===== src/rtl/axil_gpio_slave.sv =====
// rtl/axil_gpio_slave.sv - AXI-Lite GPIO responder: data/dir registers, synchronized inputs.
// Define GPIO_IRQ_EN to build the per-bit rising-edge interrupt (IRQ_EN / IRQ_STAT, irq_o).
module axil_gpio_slave #(
  parameter int GPIO_W = 32
) (
  input  logic              clk_i,
  input  logic              rst_n_i,
  input  logic [31:0]       s_axi_awaddr_i,
  input  logic              s_axi_awvalid_i,
  output logic              s_axi_awready_o,
  input  logic [31:0]       s_axi_wdata_i,
  input  logic              s_axi_wvalid_i,
  output logic              s_axi_wready_o,
  output logic              s_axi_bvalid_o,
  input  logic              s_axi_bready_i,
  input  logic [31:0]       s_axi_araddr_i,
  input  logic              s_axi_arvalid_i,
  output logic              s_axi_arready_o,
  output logic [31:0]       s_axi_rdata_o,
  output logic              s_axi_rvalid_o,
  input  logic              s_axi_rready_i,
  input  logic [GPIO_W-1:0] gpio_i,
  output logic [GPIO_W-1:0] gpio_o,
  output logic [GPIO_W-1:0] gpio_oe_o,
  output logic              irq_o
);
  typedef enum logic {W_IDLE, W_RESP} w_state_e;
  typedef enum logic {R_IDLE, R_DATA} r_state_e;

  localparam logic [2:0] A_DATA_OUT = 3'd0;
  localparam logic [2:0] A_DATA_IN  = 3'd1;
  localparam logic [2:0] A_DIR      = 3'd2;

  w_state_e          w_state_q, w_state_d;
  r_state_e          r_state_q, r_state_d;
  logic              aw_done_q, aw_done_d, w_done_q, w_done_d;
  logic [2:0]        awaddr_q, awaddr_d;
  logic [GPIO_W-1:0] wdata_q, wdata_d;
  logic              awready_q, awready_d, wready_q, wready_d, arready_q, arready_d;
  logic [31:0]       rdata_q, rdata_d, rd_val;
  logic [GPIO_W-1:0] data_out_q, data_out_d, dir_q, dir_d;
  logic [GPIO_W-1:0] sync1_q, sync2_q;
  logic              wr_en;
  logic [2:0]        wr_addr;
  logic [GPIO_W-1:0] wr_data;
  logic              unused_addr;

  assign unused_addr = ^{s_axi_awaddr_i[31:5], s_axi_awaddr_i[1:0],
                         s_axi_araddr_i[31:5], s_axi_araddr_i[1:0]};

  function automatic logic [31:0] zext(input logic [GPIO_W-1:0] v);
    logic [31:0] r;
    r = '0;
    r[GPIO_W-1:0] = v;
    return r;
  endfunction

  // AW and W are latched independently; the write commits on the edge both are held.
  always_comb begin
    w_state_d = w_state_q;
    aw_done_d = aw_done_q;
    w_done_d  = w_done_q;
    awaddr_d  = awaddr_q;
    wdata_d   = wdata_q;
    wr_en     = 1'b0;
    wr_addr   = aw_done_q ? awaddr_q : s_axi_awaddr_i[4:2];
    wr_data   = w_done_q ? wdata_q : s_axi_wdata_i[GPIO_W-1:0];
    case (w_state_q)
      W_IDLE: begin
        if (s_axi_awvalid_i && awready_q) begin
          aw_done_d = 1'b1;
          awaddr_d  = s_axi_awaddr_i[4:2];
        end
        if (s_axi_wvalid_i && wready_q) begin
          w_done_d = 1'b1;
          wdata_d  = s_axi_wdata_i[GPIO_W-1:0];
        end
        if (aw_done_d && w_done_d) begin
          wr_en     = 1'b1;
          aw_done_d = 1'b0;
          w_done_d  = 1'b0;
          w_state_d = W_RESP;
        end
      end
      W_RESP:  if (s_axi_bready_i) w_state_d = W_IDLE;
      default: w_state_d = W_IDLE;
    endcase
    awready_d = (w_state_d == W_IDLE) && !aw_done_d;
    wready_d  = (w_state_d == W_IDLE) && !w_done_d;
  end

  always_comb begin
    data_out_d = data_out_q;
    dir_d      = dir_q;
    if (wr_en) begin
      case (wr_addr)
        A_DATA_OUT: data_out_d = wr_data;
        A_DIR:      dir_d      = wr_data;
        default:    ;
      endcase
    end
  end

`ifdef GPIO_IRQ_EN
  localparam logic [2:0] A_IRQ_EN   = 3'd3;
  localparam logic [2:0] A_IRQ_STAT = 3'd4;

  logic [GPIO_W-1:0] irq_en_q, irq_en_d, irq_stat_q, irq_stat_d, prev_q, stat_clr;
  logic              irq_q, irq_d;

  // A rising edge in the same cycle as a W1C clear keeps the bit set.
  always_comb begin
    irq_en_d = irq_en_q;
    stat_clr = '0;
    if (wr_en && (wr_addr == A_IRQ_EN))   irq_en_d = wr_data;
    if (wr_en && (wr_addr == A_IRQ_STAT)) stat_clr = wr_data;
    irq_stat_d = (irq_stat_q & ~stat_clr) | (sync2_q & ~prev_q & irq_en_q);
    irq_d      = |(irq_stat_d & irq_en_d);
  end

  always_ff @(posedge clk_i or negedge rst_n_i) begin
    if (!rst_n_i) begin
      irq_en_q   <= '0;
      irq_stat_q <= '0;
      prev_q     <= '0;
      irq_q      <= 1'b0;
    end else begin
      irq_en_q   <= irq_en_d;
      irq_stat_q <= irq_stat_d;
      prev_q     <= sync2_q;
      irq_q      <= irq_d;
    end
  end

  assign irq_o = irq_q;
`else
  assign irq_o = 1'b0;
`endif

  // Read mux samples pre-edge register values, so a same-edge write returns the old value.
  always_comb begin
    case (s_axi_araddr_i[4:2])
      A_DATA_OUT: rd_val = zext(data_out_q);
      A_DATA_IN:  rd_val = zext(sync2_q);
      A_DIR:      rd_val = zext(dir_q);
`ifdef GPIO_IRQ_EN
      A_IRQ_EN:   rd_val = zext(irq_en_q);
      A_IRQ_STAT: rd_val = zext(irq_stat_q);
`endif
      default:    rd_val = '0;
    endcase
  end

  always_comb begin
    r_state_d = r_state_q;
    rdata_d   = rdata_q;
    case (r_state_q)
      R_IDLE: begin
        if (s_axi_arvalid_i && arready_q) begin
          rdata_d   = rd_val;
          r_state_d = R_DATA;
        end
      end
      R_DATA:  if (s_axi_rready_i) r_state_d = R_IDLE;
      default: r_state_d = R_IDLE;
    endcase
    arready_d = (r_state_d == R_IDLE);
  end

  always_ff @(posedge clk_i or negedge rst_n_i) begin
    if (!rst_n_i) begin
      w_state_q  <= W_IDLE;
      r_state_q  <= R_IDLE;
      aw_done_q  <= 1'b0;
      w_done_q   <= 1'b0;
      awaddr_q   <= '0;
      wdata_q    <= '0;
      awready_q  <= 1'b0;
      wready_q   <= 1'b0;
      arready_q  <= 1'b0;
      rdata_q    <= '0;
      data_out_q <= '0;
      dir_q      <= '0;
      sync1_q    <= '0;
      sync2_q    <= '0;
    end else begin
      w_state_q  <= w_state_d;
      r_state_q  <= r_state_d;
      aw_done_q  <= aw_done_d;
      w_done_q   <= w_done_d;
      awaddr_q   <= awaddr_d;
      wdata_q    <= wdata_d;
      awready_q  <= awready_d;
      wready_q   <= wready_d;
      arready_q  <= arready_d;
      rdata_q    <= rdata_d;
      data_out_q <= data_out_d;
      dir_q      <= dir_d;
      sync1_q    <= gpio_i;
      sync2_q    <= sync1_q;
    end
  end

  assign s_axi_awready_o = awready_q;
  assign s_axi_wready_o  = wready_q;
  assign s_axi_bvalid_o  = (w_state_q == W_RESP);
  assign s_axi_arready_o = arready_q;
  assign s_axi_rvalid_o  = (r_state_q == R_DATA);
  assign s_axi_rdata_o   = rdata_q;
  assign gpio_o          = data_out_q;
  assign gpio_oe_o       = dir_q;
endmodule


===== config.mk =====
export PLATFORM = sky130hd
export DESIGN_NAME = axil_gpio_slave
export DESIGN_NICKNAME = d
export VERILOG_FILES = /design/src/rtl/axil_gpio_slave.sv
export SDC_FILE = /design/constraint.sdc
export NUM_CORES = 1
export LEC_CHECK = 0
export BUFFER_PORTS_ARGS = -buffer_cell sky130_fd_sc_hd__buf_4
export CORE_MARGIN = 8
export CORE_UTILIZATION = 51
export CTS_CLUSTER_DIAMETER = 150
export DETAILED_ROUTE_END_ITERATION = 10
export MAX_ROUTING_LAYER = met4
export PLACE_DENSITY = 0.8
export SYNTH_ARGS = -nofsm -noshare
export SYNTH_HDL_FRONTEND = slang
export SYNTH_SLANG_ARGS = --single-unit

===== constraint.sdc =====
create_clock -name clk_i -period 2 [get_ports clk_i]
set_input_delay 0 -clock clk_i [delete_from_list [all_inputs] [get_ports clk_i]]
set_output_delay 0 -clock clk_i [all_outputs]
set_load 0.02 [all_outputs]

# Yosys cells after proc, flatten, opt, wreduce, memory -nomap -nowiden
# Cells that the tools add are included.
dict set report word_totals {
  regBits 202
  input_bits 135
}
dict set report op_classes {
  eq_ne 3
  muxes 18
  bitwise 4
  reduce_logical 15
}
# cell count
set op_table {}
lappend op_table {{$pmux W32 S3} 1}
lappend op_table {{$mux W32} 1}
lappend op_table {{$mux W1} 13}
lappend op_table {{$reduce_and A2 Y1} 5}
lappend op_table {{$eq A3 B2 Y1 const B} 2}
lappend op_table {{$logic_and A1 B1 Y1} 6}
lappend op_table {{$logic_not A3 Y1} 2}
lappend op_table {{$not A1 Y1} 4}
lappend op_table {{$pmux W1 S2} 2}
lappend op_table {{$eq A3 B1 Y1 const B} 1}
lappend op_table {{$mux W3} 1}
lappend op_table {{$logic_not A1 Y1} 2}

# Depth between registers and ports, before layout
# Gate-level depths: netlist of run 1.
dict set report logic_depth {
  depth_word 8
  depth_mapped 7
  mapped_depth_nobuf 4
}

# Least setup slack after synthesis of run 1
# OpenSTA, ideal clock, no wires.
dict set report synth_timing {
  kind {reg-to-reg}
  startpoint {register aw_done_q}
  endpoint {register dir_q[10], in the netlist gpio_oe_o[10]}
  arrival_ps 1486
  path_slack_ps 389
  path_stages_with_launch 5
  path_buffers 1
  period_less_slack_ps 1611
  path_cell_list {dfrtp_1 -> mux2i_1 -> nand3b_4 -> buf_6 -> mux2_2}
}
dict set report synth_via {
  elab_chain_len 6
  word_cells_on_any_way 8
}
# item line
set synth_lines {}
lappend synth_lines {{start: declaration} 36} ;# logic aw_done_q, aw_done_d, w_done_q, w_done_d;
lappend synth_lines {{start signal: assignment} 189} ;# aw_done_q <= aw_done_d;
lappend synth_lines {{$mux W1} 70} ;# if (s_axi_awvalid_i && awready_q) begin
lappend synth_lines {{$mux W1} 68} ;# case (w_state_q)
lappend synth_lines {{$logic_and A1 B1 Y1} 78} ;# if (aw_done_d && w_done_d) begin
lappend synth_lines {{$mux W1} 78}
lappend synth_lines {{$mux W1} 68}
lappend synth_lines {{$reduce_and A2 Y1 (no line) (*)} n/a}
lappend synth_lines {{end signal: assignment} 198} ;# dir_q <= dir_d;
lappend synth_lines {{end: declaration} 41} ;# logic [GPIO_W-1:0] data_out_q, data_out_d, dir_q, dir_d;
# Mark *: on every way between the ends. The rest lies on a longest branch, timed or not. The select of a mux whose other input is x is not followed.
# A chain may end at the register's enable or synchronous reset.

# Worst setup path after layout of run 1
dict set report layout_timing {
  startpoint {register aw_done_q}
  endpoint {register dir_q[11], in the netlist gpio_oe_o[11]}
}
# The elaborated chain is that of the path after synthesis.

==> results of run 1 <==
worst paths after layout:
path	slack [ps]	to	depth (start not counted)	from
min in group clk_i	80	s_axi_rdata_o[27]	4	s_axi_araddr_i[4]
worst min-delay path	70	sync1_q[4]	2	rst_n_i
worst max-delay path	160	gpio_oe_o[11]	4	aw_done_q
max in group asynchronous	1250	sync2_q[22]	3	rst_n_i
worst min register to register	340	sync2_q[16]	0	sync1_q[16]
worst max register to register	160	gpio_oe_o[11]	4	aw_done_q
Yosys cell counts (all sizes together), types with 3 or more instances:
cell    count
nor3        3
mux2i      33
nand2     130
a22o       32
clkbuf     21
o21ai      33
mux2       99
dfrtp     202
buf        14
logic make-up (layout without fill, tap and decap cells):
kind of cell | count (synthesis) | after routing | synth area share, %
DFF | 202 | 202 | 64.3
and+or+nand+nor | 143 | 143 | 7.57
muxes | 132 | 132 | 19.1
AOI/OAI and AO/OA | 71 | 71 | 6.54
buffers and inverters | 37 | 303 | 2.50
other | 1 | 1 | 0.0477
layout make-up:
cell class,count,area [um2]
multi-input combinational,347,2650
inverter,2,7.51
fill,954,4240
tap,188,235
clock buffer,34,647
clock inverter,3,65.1
timing repair buffer,264,2240
sequential,202,5060
state kept, by name, indices dropped and copies added (netlist names):
signal           flops
gpio_oe_o           32
aw_done_q            1
s_axi_rvalid_o       1
s_axi_awready_o      1
sync1_q             32
s_axi_bvalid_o       1
gpio_o              32
s_axi_wready_o       1
w_done_q             1
s_axi_rdata_o       32
wdata_q             32
awaddr_q             3
s_axi_arready_o      1
sync2_q             32
report_power, final:
group | switching [W] | total, W | internal, W
sequential | 0.000935 | 0.00625 | 0.00531
combinational | 0.00284 | 0.00543 | 0.00259
clock | 0.00150 | 0.00397 | 0.00247
total | 0.00528 | 0.0156 | 0.0104
through the flow:
step	hold WS (ps)	utilization, %	setup WS, ps
after floorplan	-296	-	389
after global placement	6.11	62.5	197
after detailed placement	13.8	62.5	160
after CTS	65.6	72.0	135
after global routing	84.4	72.0	44.5
final	69.0	72.0	159
worst max-delay path, cell delays in order (launching register included):
cell      delay [ps]
dfrtp_1          500
mux2i_1          360
nand3b_4         290
buf_12           200
mux2_2           350
metal layers:
metal	vias to the layer above	share of wire, %	wire length (um)	track usage, %
met5	-	0	0	-
met1	2838	40	8700	27.4
met4	0	3.9	850	8.74
met2	261	49	10800	37.7
li1	2511	-	-	-
met3	69	6.6	1430	5.20
timing repair:
action	CTS	global route
setup buffers	0	0
hold endpoints to repair	340	0
hold buffers	72	0
gates resized for setup	0	0
==> key figures, run 1 <==
STA
  – Final Hold Viols: 0
  – Clk_skew: 8.19 ps
  – Min cycle time layout: 1840 ps
  – Setup_tns: 0 ps
  – Worst slew pin tran: 722 ps
  – Slew HR: 51.9%
  – Fin. max-slew vios: 0
  – Tcrit/Tclk final: 92.0%
  – Achievable Freq: 543 MHz
  – RSZ-0062 raised after global routing: false
  – Final setup violation count: 0

Clocking
  – Skew-Pair Late Insertion Delay: 480 ps
  – CTS tree: done
  – Reg clk slew, reported paths: 60 ps
  – Root buf cell: clkbuf_16
  – # H-tree levels: 1
  – CTS Buffer Depth: 3
  – Sinks on Clock Net: 202
  – Number of buffers created by CTS: 22

Final layout
  – Inserted Diodes: 0
  – Nets: 974
  – Layout area overhead: 38.6%
  – Commonest cells after routing, fill and taps aside: dfrtp_1 (201), buf_4 (185), nand2_1 (130)
  – Most common cell after layout, fill and taps aside: dfrtp_1
  – Final std cells w/o fill: 1040
  – Ratio of cells with drive above 1 in the final layout: 39.2%
  – Design area: 10900 um2

GRT
  – Initial antenna violation count: 0
  – Number of global-route vias before repair: 6392
  – Grt total ovfl: 0
  – First-pass GRT wire length: 35.1 mm
  – Largest net degree at the start of global routing: 62
  – Gr usage total: 23.0%

Logic synthesis
  – Seq cells post-synth: 202
  – Seq/Total Area, Yosys: 64.3%
  – Synthesized cell area: 7870 um2
  – Area leader, netlist: dfrtp_1
  – Top-area cell type share of the netlist area: 64.3%
  – Synthesized netlist net count: 721
  – EDFF count, synth: 0
  – Synth top area cells: dfrtp_1 (64%), mux2_2 (12%), nand2_1 (6.2%), mux2i_1 (4.2%), a22o_1 (3.6%)
  – Post-synthesis cell type count: 27
  – Cells after Synth: 586
  – Synth Flop Type: dfrtp_1
  – Asr flop ratio synth: 100%
  – Synth warn: 0
  – Syn Area/Cell: 13.4 um2

Floorplan
  – DIE WIDTH: 140 um
  – Core Region: 15100 um2
  – I/O Pins: 237
  – Die Height: 140 um
  – Initial core utilization: 51.9%
  – FP Rows: 45
  – Die area: 19700 um2

Pwr
  – Total power draw: 0.0156 W
  – Worst IR drop on VDD: 788 uV
  – Power Dens Cells: 1440 nW/um2
  – Leakage power: 5.41 nW

Worst setup path
  – Max Fanout on Critical Path: 18
  – Setup Crit Path Kind: reg2reg
  – Worst Path Required: 2360 ps
  – Crit start category: register
  – CP endpoint kind: register
  – Arrival time at the worst endpoint: 2200 ps

Place
  – DP HPWL: 13.4 mm
  – Port Buffers: 177
  – GPL Wtd Cong: 0.844
  – DP Cell Count: 931
  – Placed cell area: 9470 um2

Route
  – # DRC: 0
  – DR iter-0 viols: 321
  – DR vias: 5679
  – Antenna viol nets, final: 0
  – TritonRoute pass-1 iters: 4
  – Total wire length: 21.7 mm
  – Wire per inst: 20.9 um
  – Drt via density: 5.46

Run status
  – Outcome: completed

Run
  – # Max-Cap Violations: 0

Worst hold path
  – Hold Crit Class: in2async
Power figures use the tool's default switching activity.
==> run 2, diff against run 1 <==
--- a/config.mk
+++ b/config.mk
@@ -6,12 +6,14 @@
 export NUM_CORES = 1
 export LEC_CHECK = 0
 export BUFFER_PORTS_ARGS = -buffer_cell sky130_fd_sc_hd__buf_4
+export CELL_PAD_IN_SITES_DETAIL_PLACEMENT = 2
+export CELL_PAD_IN_SITES_GLOBAL_PLACEMENT = 2
 export CORE_MARGIN = 8
-export CORE_UTILIZATION = 51
+export CORE_UTILIZATION = 33
 export CTS_CLUSTER_DIAMETER = 150
 export DETAILED_ROUTE_END_ITERATION = 10
 export MAX_ROUTING_LAYER = met4
-export PLACE_DENSITY = 0.8
+export PLACE_DENSITY = 0.79
 export SYNTH_ARGS = -nofsm -noshare
 export SYNTH_HDL_FRONTEND = slang
 export SYNTH_SLANG_ARGS = --single-unit
==> key figures, run 2 (same netlist as run 1, synthesis figures left out) <==
STA
  – Worst slew pin tran: 1030 ps (+304 ps)
  – Tcrit/Tclk final: 86.5% (-5.6 points)
  – Clk_skew: 10.9 ps (+2.67 ps)
  – Setup_tns: 0 ps (unchanged)
  – Final setup violation count: 0 (unchanged)
  – Fin. max-slew vios: 0 (unchanged)
  – Final Hold Viols: 0 (unchanged)
  – Slew HR: 31.5% (-20 points)
  – Final setup margin: 271 ps (+112 ps)
  – Min cycle time layout: 1730 ps (-112 ps)
  – RSZ-0062 raised after global routing: false
  – Achievable Freq: 578 MHz (+6.5%)

Clocking
  – Number of buffers created by CTS: 24 (+9.1%)
  – Skew-Pair Late Insertion Delay: 510 ps (+30 ps)
  – Sinks on Clock Net: 202 (unchanged)
  – # H-tree levels: 1 (unchanged)
  – CTS Buffer Depth: 3 (unchanged)
  – Reg clk slew, reported paths: 60 ps (about the same)
  – Root buf cell: clkbuf_16
  – CTS tree: done

Run
  – # Max-Cap Violations: 0 (unchanged)

Run status
  – Outcome: completed

Worst setup path
  – Crit-path slowest cell: dfrtp_1
  – Crit start category: register
  – R2R Setup Slk: 270 ps (+110 ps)
  – Worst Path Required: 2390 ps (+30 ps)
  – Delay-heaviest family, CP: multiplexers
  – Critical register-to-register path endpoint: gpio_oe_o[29]
  – CP Cell Sequence: mux2i_1 -> nand3b_4 -> buf_4 -> mux2_2
  – Max Fanout on Critical Path: 10 (-8)
  – CP endpoint kind: register
  – Setup Crit Path Kind: reg2reg
  – Arrival time at the worst endpoint: 2120 ps (-80 ps)
  – Worst reg2reg path depth: 4 (unchanged)
  – CP max stage delay: 520 ps (+20 ps)
  – Crit path buf inv count: 1 (unchanged)
  – Worst r2r src: aw_done_q

Floorplan
  – Die Height: 170 um (+22%)
  – DIE WIDTH: 170 um (+22%)
  – Die area: 29000 um2 (+48%)
  – FP Rows: 56 (+24%)
  – Initial core utilization: 33.5% (-18 points)
  – I/O Pins: 237 (unchanged)
  – Core Region: 23500 um2 (+55%)

GRT
  – Initial antenna violation count: 0 (unchanged)
  – First-pass GRT wire length: 44.1 mm (+25%)
  – Number of global-route vias before repair: 7022 (+9.9%)
  – Grt total ovfl: 0 (unchanged)
  – Largest net degree at the start of global routing: 76 (+23%)
  – Gr usage total: 20.6% (-2.4 points)

Route
  – Wire per inst: 24.3 um (+16%)
  – Antenna viol nets, final: 0 (unchanged)
  – DR vias: 5755 (+1.3%)
  – TritonRoute pass-1 iters: 4 (unchanged)
  – Total wire length: 28.7 mm (+32%)
  – # DRC: 0 (unchanged)
  – DR iter-0 viols: 309 (-3.7%)
  – Drt via density: 4.87 (-11%)

Final layout
  – Nets: 980 (+0.62%)
  – Final std cells w/o fill: 1181 (+14%)
  – Final Util: 47.7% (-24 points)
  – Commonest cells after routing, fill and taps aside: dfrtp_1 (201), buf_4 (186), nand2_1 (130)
  – Layout area overhead: 42.4%
  – Register Area: 5060 um2 (unchanged)
  – Inserted Diodes: 0 (unchanged)
  – Fill count: 2269 (+140%)
  – Multi-input gate area: 2650 um2 (unchanged)
  – Most common cell after layout, fill and taps aside: dfrtp_1
  – Ratio of cells with drive above 1 in the final layout: 40.0% (+0.82 points)
  – Design area: 11200 um2 (+2.8%)

Place
  – Placed cell area: 9640 um2 (+1.8%)
  – GPL Wtd Cong: 0.800 (-5.3%)
  – DP HPWL: 17.5 mm (+31%)
  – Pre-CTS setup slack: 278 ps (+118 ps)
  – Port Buffers: 177 (unchanged)
  – DP Cell Count: 1063 (+14%)

Pwr
  – Power Dens Cells: 1480 nW/um2 (+2.9%)
  – Worst IR drop on VDD: 839 uV (+6.6%)
  – Leakage power: 5.48 nW (+1.3%)

Worst hold path
  – Hold depth: 3
  – Worst Hold Launch: s_axi_araddr_i[3]
  – Hold Crit Class: in2reg
  – WHS Endpoint: s_axi_rdata_o[21]
-- run 2: routing by layer --
metal | part of all wire [%] | up-vias | global-route usage [%]
li1 | - | 2525 | -
met1 | 40 | 3005 | 23.2
met2 | 54 | 177 | 37.5
met3 | 4.3 | 48 | 3.34
met4 | 2.2 | 0 | 5.26
met5 | 0 | - | -
-- run 2: through the flow --
step | power [W] | hold slack (ps)
2_1_floorplan | 0.00919 | -296
3_3_place_gp | 0.0115 | -44.7
3_5_place_dp | 0.0119 | -36.7
4_1_cts | 0.0166 | 20.2
5_1_grt | 0.0173 | 43.6
6_report | 0.0165 | 52.5
-- run 2: worst max-delay path by stage --
stage	endpoint	startpoint	slack, ps	cells past startpoint
after global placement	gpio_o[20]	aw_done_q	370	5
after detailed placement	gpio_o[8]	aw_done_q	280	5
after global routing	gpio_oe_o[27]	aw_done_q	190	4
after CTS	gpio_oe_o[29]	aw_done_q	230	4
final	gpio_oe_o[29]	aw_done_q	270	4
after floorplan	gpio_oe_o[10]	aw_done_q	390	4
-- run 2: worst register-to-register path, cell delays in order (launching register included) --
cell	delay (ps)
dfrtp_1	520
mux2i_1	300
nand3b_4	190
buf_4	230
mux2_2	370
-- run 2: timing repair --
item	in CTS	in global routing
buffers inserted	0	0
hold endpoints to repair	345	0
hold buffers	75	0
gates resized for setup	0	0
-- run 2: final cells by class --
cell class                      count  area share [%]
Sequential cell                   202            45.1
Multi-Input combinational cell    347            23.6
Timing Repair Buffer              268            20.5
Clock buffer                       34            6.24
Tap cell                          319            3.56
Clock inverter                      9           0.905
Inverter                            2          0.0670
-- run 2: power breakdown --
part	total, W	leakage, nW	internal [W]	switching (W)
Sequential	0.00638	2.51	0.00531	0.00107
Combinational	0.00570	2.58	0.00263	0.00307
Clock	0.00446	0.395	0.00269	0.00177
